## src/rtl/snitch_icache_perf_cnt.sv

```systemverilog
// Instruction-cache event counters with snapshot bank, sticky overflow bitmap and read port.
// Define SNITCH_ICACHE_PERF_SATURATE_EN to saturate counters on overflow (default wraps).
module snitch_icache_perf_cnt #(
    parameter int unsigned NR_FETCH_PORTS = 2,
    parameter int unsigned CNT_W          = 32
) (
    input  logic                           clk_i,
    input  logic                           rst_i,
    // per port: [4] miss, [3] hit, [2] prefetch, [1] double_hit, [0] stall
    input  logic [NR_FETCH_PORTS-1:0][4:0] l0_events_i,
    // [3] miss, [2] hit, [1] stall, [0] handler_stall
    input  logic [3:0]                     l1_events_i,
    input  logic                           cnt_en_i,
    input  logic                           clear_i,
    input  logic                           snap_i,
    input  logic                           rd_req_i,
    input  logic [3:0]                     rd_addr_i,
    input  logic                           rd_snap_i,
    output logic                           rd_gnt_o,
    output logic                           rsp_valid_o,
    output logic [CNT_W-1:0]               rsp_data_o,
    output logic                           rsp_err_o
);

    localparam int unsigned NCNT = 9;
    localparam int unsigned IW   = $clog2(NR_FETCH_PORTS + 1);
    localparam int unsigned SW   = CNT_W + 1;
    localparam int unsigned OVW  = (NCNT < CNT_W) ? NCNT : CNT_W;

    logic [NR_FETCH_PORTS-1:0][4:0] l0_q;
    logic [3:0]                     l1_q;
    logic                           en_q;
    logic                           clear_q;
    logic                           flush;

    logic [NCNT-1:0][IW-1:0]        inc;
    logic [NCNT-1:0][CNT_W-1:0]     cnt_q, cnt_d, snap_q;
    logic [NCNT-1:0]                ovf_q, ovf_d;
    logic [SW-1:0]                  sum;

    logic [CNT_W-1:0]               rd_data;
    logic                           rd_err;
    logic                           rsp_valid_q, rsp_err_q;
    logic [CNT_W-1:0]               rsp_data_q;

    // A clear flushes both the strobes of its own cycle and those of the following cycle.
    assign flush = clear_i | clear_q;

    always_ff @(posedge clk_i) begin
        if (rst_i) begin
            l0_q    <= '0;
            l1_q    <= '0;
            en_q    <= 1'b0;
            clear_q <= 1'b0;
        end else begin
            l0_q    <= flush ? '0 : l0_events_i;
            l1_q    <= flush ? '0 : l1_events_i;
            en_q    <= cnt_en_i;
            clear_q <= clear_i;
        end
    end

    always_comb begin
        inc = '0;
        if (en_q) begin
            for (int e = 0; e < 5; e++) begin
                for (int p = 0; p < int'(NR_FETCH_PORTS); p++) begin
                    inc[e] = inc[e] + IW'(l0_q[p][4-e]);
                end
            end
            for (int k = 0; k < 4; k++) begin
                inc[5+k] = IW'(l1_q[3-k]);
            end
        end
    end

    always_comb begin
        cnt_d = cnt_q;
        ovf_d = ovf_q;
        sum   = '0;
        for (int i = 0; i < int'(NCNT); i++) begin
            sum = {1'b0, cnt_q[i]} + SW'(inc[i]);
            if (sum[CNT_W]) begin
                ovf_d[i] = 1'b1;
`ifdef SNITCH_ICACHE_PERF_SATURATE_EN
                cnt_d[i] = '1;
`else
                cnt_d[i] = sum[CNT_W-1:0];
`endif
            end else begin
                cnt_d[i] = sum[CNT_W-1:0];
            end
        end
        if (clear_i) begin
            cnt_d = '0;
            ovf_d = '0;
        end
    end

    // Snapshot takes the register state of this cycle, i.e. before increment or clear.
    always_ff @(posedge clk_i) begin
        if (rst_i) begin
            cnt_q  <= '0;
            ovf_q  <= '0;
            snap_q <= '0;
        end else begin
            cnt_q <= cnt_d;
            ovf_q <= ovf_d;
            if (snap_i) begin
                snap_q <= cnt_q;
            end
        end
    end

    always_comb begin
        rd_data = '0;
        rd_err  = 1'b0;
        if (rd_addr_i < 4'd9) begin
            rd_data = rd_snap_i ? snap_q[rd_addr_i] : cnt_q[rd_addr_i];
        end else if (rd_addr_i == 4'd9) begin
            for (int b = 0; b < int'(OVW); b++) begin
                rd_data[b] = ovf_q[b];
            end
        end else begin
            rd_err = 1'b1;
        end
    end

    always_ff @(posedge clk_i) begin
        if (rst_i) begin
            rsp_valid_q <= 1'b0;
            rsp_data_q  <= '0;
            rsp_err_q   <= 1'b0;
        end else begin
            rsp_valid_q <= rd_req_i;
            if (rd_req_i) begin
                rsp_data_q <= rd_data;
                rsp_err_q  <= rd_err;
            end
        end
    end

    assign rd_gnt_o    = ~rst_i;
    assign rsp_valid_o = rsp_valid_q;
    assign rsp_data_o  = rsp_data_q;
    assign rsp_err_o   = rsp_err_q;

endmodule

```

## config.mk

```make
export PLATFORM = sky130hd
export DESIGN_NAME = snitch_icache_perf_cnt
export DESIGN_NICKNAME = d
export VERILOG_FILES = /design/src/rtl/snitch_icache_perf_cnt.sv
export SDC_FILE = /design/constraint.sdc
export NUM_CORES = 2
export LEC_CHECK = 0
export ABC_CLOCK_PERIOD_IN_PS = 3400
export CAP_MARGIN = 20
export CORE_MARGIN = 5
export CORE_UTILIZATION = 35
export DETAILED_ROUTE_END_ITERATION = 10
export PLACE_DENSITY = 0.5
export SLEW_MARGIN = 20
export SYNTH_ARGS = -nofsm -noshare
export SYNTH_HDL_FRONTEND = slang
export SYNTH_SLANG_ARGS = --single-unit
```

## constraint.sdc

```tcl
create_clock -name clk_i -period 3.4 [get_ports clk_i]
set_input_delay 0.68 -clock clk_i [delete_from_list [all_inputs] [get_ports clk_i]]
set_output_delay 0.68 -clock clk_i [all_outputs]
set_load 0.01 [all_outputs]
```

# After elaboration in Yosys (flattened, before gate mapping)
# Index checks and enable logic that the tools add are counted.
[word_totals] register_bits=635
[op_classes] add_sub_neg=14 n_lt_le_gt_ge=2 eq_ne=1 n_mux=11 bitwise_logic=2 n_reduce_logical=2
[ops] op="$add 32x2->33" count=9
[ops] op="$bmux 32 s4" count=2
[ops] op="$mux 32" count=3
[ops] op="$mux 23" count=1
[ops] op="$mux 9" count=2
[ops] op="$mux 17" count=1
[ops] op="$add 1x1->2" count=5
[ops] op="$lt 4x5->1 const B" count=1
[ops] op="$eq 4x4->1 const B" count=1
[ops] op="$lt 4x4->1 const B" count=1
[ops] op="$reduce_or 2->1" count=2
[ops] op="$mux 1" count=2
[ops] op="$not 1->1" count=1
[ops] op="$or 1x1->1" count=1

# Logic depth before layout (Yosys ltp)
[depth] word_depth=4 depth_mapped=11 depth_no_buf=10

# Least setup slack after synthesis
# OpenSTA, ideal clock, no wires.
[synth_timing] path_type="reg2reg" start="reg en_q" end="reg cnt_q[60] (netlist bit)" setup_ps=128 t_arrival_ps=2565 path_slack_ps=708 path_stages_with_launch=12 path_buffers=2 period_less_slack_ps=2692 cell_sequence="dfxtp_1 > clkbuf_1 > and2_1 > ha_1 > inv_1 > fa_1 > nand3b_1 > or3_1 > clkbuf_1 > nor4_2 > xnor2_1 > nor2_1"
[synth_between] elab_chain_cells=2
[synth_lines] item="start, declared" line_no="32" rtl="logic en_q;"
[synth_lines] item="start signal, assigned" line_no="58" rtl="en_q <= cnt_en_i;"
[synth_lines] item="$mux 17" line_no="65" rtl="if (en_q) begin"
[synth_lines] item="$add 32x2->33" line_no="82" rtl="sum = {1'b0, cnt_q[i]} + SW'(inc[i]);"
[synth_lines] item="end signal, assigned" line_no="107" rtl="cnt_q <= cnt_d;"
[synth_lines] item="end, declared" line_no="37" rtl="logic [NCNT-1:0][CNT_W-1:0] cnt_q, cnt_d, snap_q;"
# No other way between the ends.
# A chain may end at the register's enable or synchronous reset.

# Worst setup path after layout
[layout_timing] start="reg l0_q[3] (netlist bit)" end="reg cnt_q[60] (netlist bit)"
[layout_between] elab_chain_cells=3
[layout_lines] item="start, declared" line_no="30" rtl="logic [NR_FETCH_PORTS-1:0][4:0] l0_q;"
[layout_lines] item="start signal, assigned" line_no="56" rtl="l0_q <= flush ? '0 : l0_events_i;"
[layout_lines] item="$add 1x1->2" line_no="68" rtl="inc[e] = inc[e] + IW'(l0_q[p][4-e]);"
[layout_lines] item="$mux 17" line_no="65"
[layout_lines] item="$add 32x2->33" line_no="82"
# No other way between the ends.

==> impl_results.md <==
- Async SR Flop Fraction: 0
- GRT Total Usage: 0.202
- Std-Cell Rows: 106
- Cell Area, Synth: 29500 um2
- FF-to-FF Start: l0_q[3]
- Crit path launch type: register
- Initial antenna violation count: 2
- CTS resizes: 0
- Final GP Congestion: 0.846
- Die ar.: 90300 um2
- Post-synth EDFFs: 0
- Antenna-violating nets left: 0
- Post-DP HPWL: 66.1 mm
- Total negative setup slack: 0 ns
- Total Wirelength: 93.1 mm
- N_diodes: 0
- Cells after Synth: 3132
- Critical Path RT: 3.90 ns
- Reg2Reg Depth: 10
- Max_slew headroom: 0.298
- Simple-gate share of the synthesized area: 0.200
- Worst-case clock skew: 0.0266 ns
- Arr. time, crit path: ~3.4 ns
- Fin nets: roughly 3200
- Syn. warnings: 0
- Crit Path Max Fanout: 7
- R2r endpoint: cnt_q[60]
- Syn nets: 3185
- Post-DR wirelength/cell: 21.4 um
- Die H: 300 um
- H-tree Lvls: 3
- Cell variety after synth: 65
- Port buffer count: 59
- I/O pin total: 60
- Largest family of logic cells by synthesized area: simple AND/OR/NAND/NOR gates
- Max IR drop VDD: 361 uV
- CORE AREA: about 84000 um2
- DR DRC count: 0
- Total CTS buffers: 75
- Vias in the first global route: between 20000 and 25000
- Tightest Pin Transition: roughly 1.0 ns
- Critical Path Source: l0_q[3]
- Crit share post-route: 0.863
- Post-Synth Adder-Cell Area: 0.0131
- TritonCTS Sinks: 635
- Main synth FF type: dfxtp_1
- CTS root buf: clkbuf_16
- CP Capture Type: register
- GRT Residual Overflow: 0
- Routed via count: ~23000
- Max_cap viols: 0
- Fill count: 8242
- Post-CTS setup buffers: 0
- Seq/Total Area, Yosys: 0.431
- Final setup vio count: 0
- Endpoints failing hold: 0
- Starting Density: 0.353
- Compound-Gate Fraction of Synth Area: 0.0629
- Min-Delay Path Class: input port to register
- Post-Syn Area per Cell: 9.43 um2
- #FFs+latches synth: 635
- Layout cell share with drive strength beyond 1: 0.106
- Drt pass-1 iters: 6
- First-pass GRT wire length: 142 mm
- Post-CTS Hold Fix Bufs: 0
- Top cells by area, synth: dfxtp_1 43%, mux2i_1 13%, nor2_1 7.5%
- Drt initial violations: 1847
- DIE WIDTH: 300 um
- Status: completed
- Leak: 12.8 nW
- Min Hold Slack: 0.431 ns
- Fmax: 0.341 GHz
- Clock slew at reported path FFs: roughly 0.060 ns
- Vias per std cell: 5.35
- Clock buffer depth: 3
- Minimum clock period: 2.93 ns
- Capture point of the worst path: cnt_q[60]
- Power density cells: 477 nW/um2
- Synth-to-layout area growth: 15.6%
- Clk_lat worst skew: 0.61 ns
- Synth Area in XOR/XNOR: 0.0718
- Max-slew violations: 0
- Crit path kind: register to register
- Reg-to-reg slack, setup: around 0.47 ns
- TritonCTS clock tree: yes
- Yosys top cell by area: dfxtp_1
- RSZ-0062 raised after global routing: no
- Mux cell area share after synthesis: 0.188
- Pin count of the biggest net entering global routing: 150
- Post-synth top area share: 0.431
[cell usage after synthesis, drive strengths merged (17+ instances only)]
library cell    n
dfxtp         635
nor2          593
mux2i         397
nand2         161
xor2          138
clkbuf        121
xnor2         104
nand3         100
nand4          87
buf            85
and2           53
mux4           53
a21oi          51
o21ai          49
nor3           45
inv            41
nor4           41
and4           35
mux2           34
nor2b          34
and3           30
o221ai         25
ha             23
or3            23
a211oi         22
a31oi          17
[cells in the final DEF (no fill, tap or decap), types with 30 or more instances in the layout]
cell,netlist,layout
a21oi_1,51,51
and2_1,52,51
and3_1,30,30
and4_1,35,35
buf_4,4,81
clkbuf_16,0,77
clkdlybuf4s50_1,0,54
dfxtp_1,635,635
inv_1,41,40
mux2_2,34,34
mux2i_1,397,397
mux4_2,53,53
nand2_1,161,161
nand3_1,100,100
nand4_1,86,86
nor2_1,593,590
nor2b_1,34,33
nor3_1,41,41
o21ai_0,49,49
xnor2_1,104,104
xor2_1,138,138
[layout make-up]
type                       instances  area, um2  area share
tap                             1134       1420      0.0416
inverter                          41        154     0.00451
clock inverter                    18        150     0.00440
timing repair buffer             159       1610      0.0473
clock buffer                     115       2250      0.0659
multi-input combinational       2250      15800       0.464
sequential                       635      12700       0.372
[stage by stage]
step | cells | utilization | instance area (um2) | power (mW) | setup WS [ns]
finish | 4352 | 0.408 | 34100 | 16.3 | 0.466
floorplan | 3132 | - | 29500 | 8.17 | 0.708
global route | 4352 | 0.408 | 34100 | 16.8 | 0.297
global placement | 4219 | 0.379 | 31700 | 8.50 | 0.383
detailed placement | 4219 | 0.379 | 31700 | 8.51 | 0.439
CTS | 4352 | 0.408 | 34100 | 16.5 | 0.436
[worst min-delay path by stage]
stage,startpoint,depth (start not counted),end
CTS,rst_i,2,snap_q[168]
detailed placement,rsp_data_o[15],2,rsp_data_o[15]
global placement,rsp_data_o[17],2,rsp_data_o[17]
global route,rst_i,2,snap_q[224]
floorplan,ovf_q[2],2,ovf_q[2]
finish,rst_i,2,snap_q[224]
[power breakdown]
part           total [mW]  leakage, nW  switching (mW)  internal (mW)
combinational       0.859         6.45           0.538          0.321
sequential           7.49         5.12          0.0224           7.46
clock                7.92         1.19            3.23           4.70
total                16.3         12.8            3.79           12.5
[per-layer routing]
metal | wire length, um | share of wire | vias up | GRT usage
li1 | - | - | 11000 | -
met1 | 44100 | 0.47 | 11500 | 0.286
met2 | 41900 | 0.45 | 588 | 0.321
met3 | 4080 | 0.044 | 146 | 0.0259
met4 | 2890 | 0.031 | 2 | 0.0625
met5 | 12 | 0.00013 | - | 0
[worst max-delay path, stage by stage, from the launching register on]
cell      delay (ns)
dfxtp_1         0.30
ha_1            0.26
and2_1          0.12
ha_1            0.16
inv_1           0.05
fa_1            0.40
nand3b_1        0.34
or3_1           0.60
nor4_2          0.38
xnor2_1         0.16
nor2_1          0.05
[cells by family after synthesis]
logic type	count (synthesis)
AND/OR/NAND/NOR	1230
flip-flops	635
multiplexers	484
AO/OA/AOI/OAI	266
buffers and inverters	247
XOR/XNOR	242
adder cells (fa/ha/maj)	28
[flip-flops by register name (all words and copies together), names as in the netlist]
| register | flops |
|---|---|
| en_q | 1 |
| snap_q | 288 |
| rsp_data_o | 32 |
| rsp_valid_o | 1 |
| l1_q | 4 |
| ovf_q | 9 |
| l0_q | 10 |
| cnt_q | 288 |
| clear_q | 1 |
| rsp_err_o | 1 |
No activity file was read; power rests on OpenSTA's default activity.
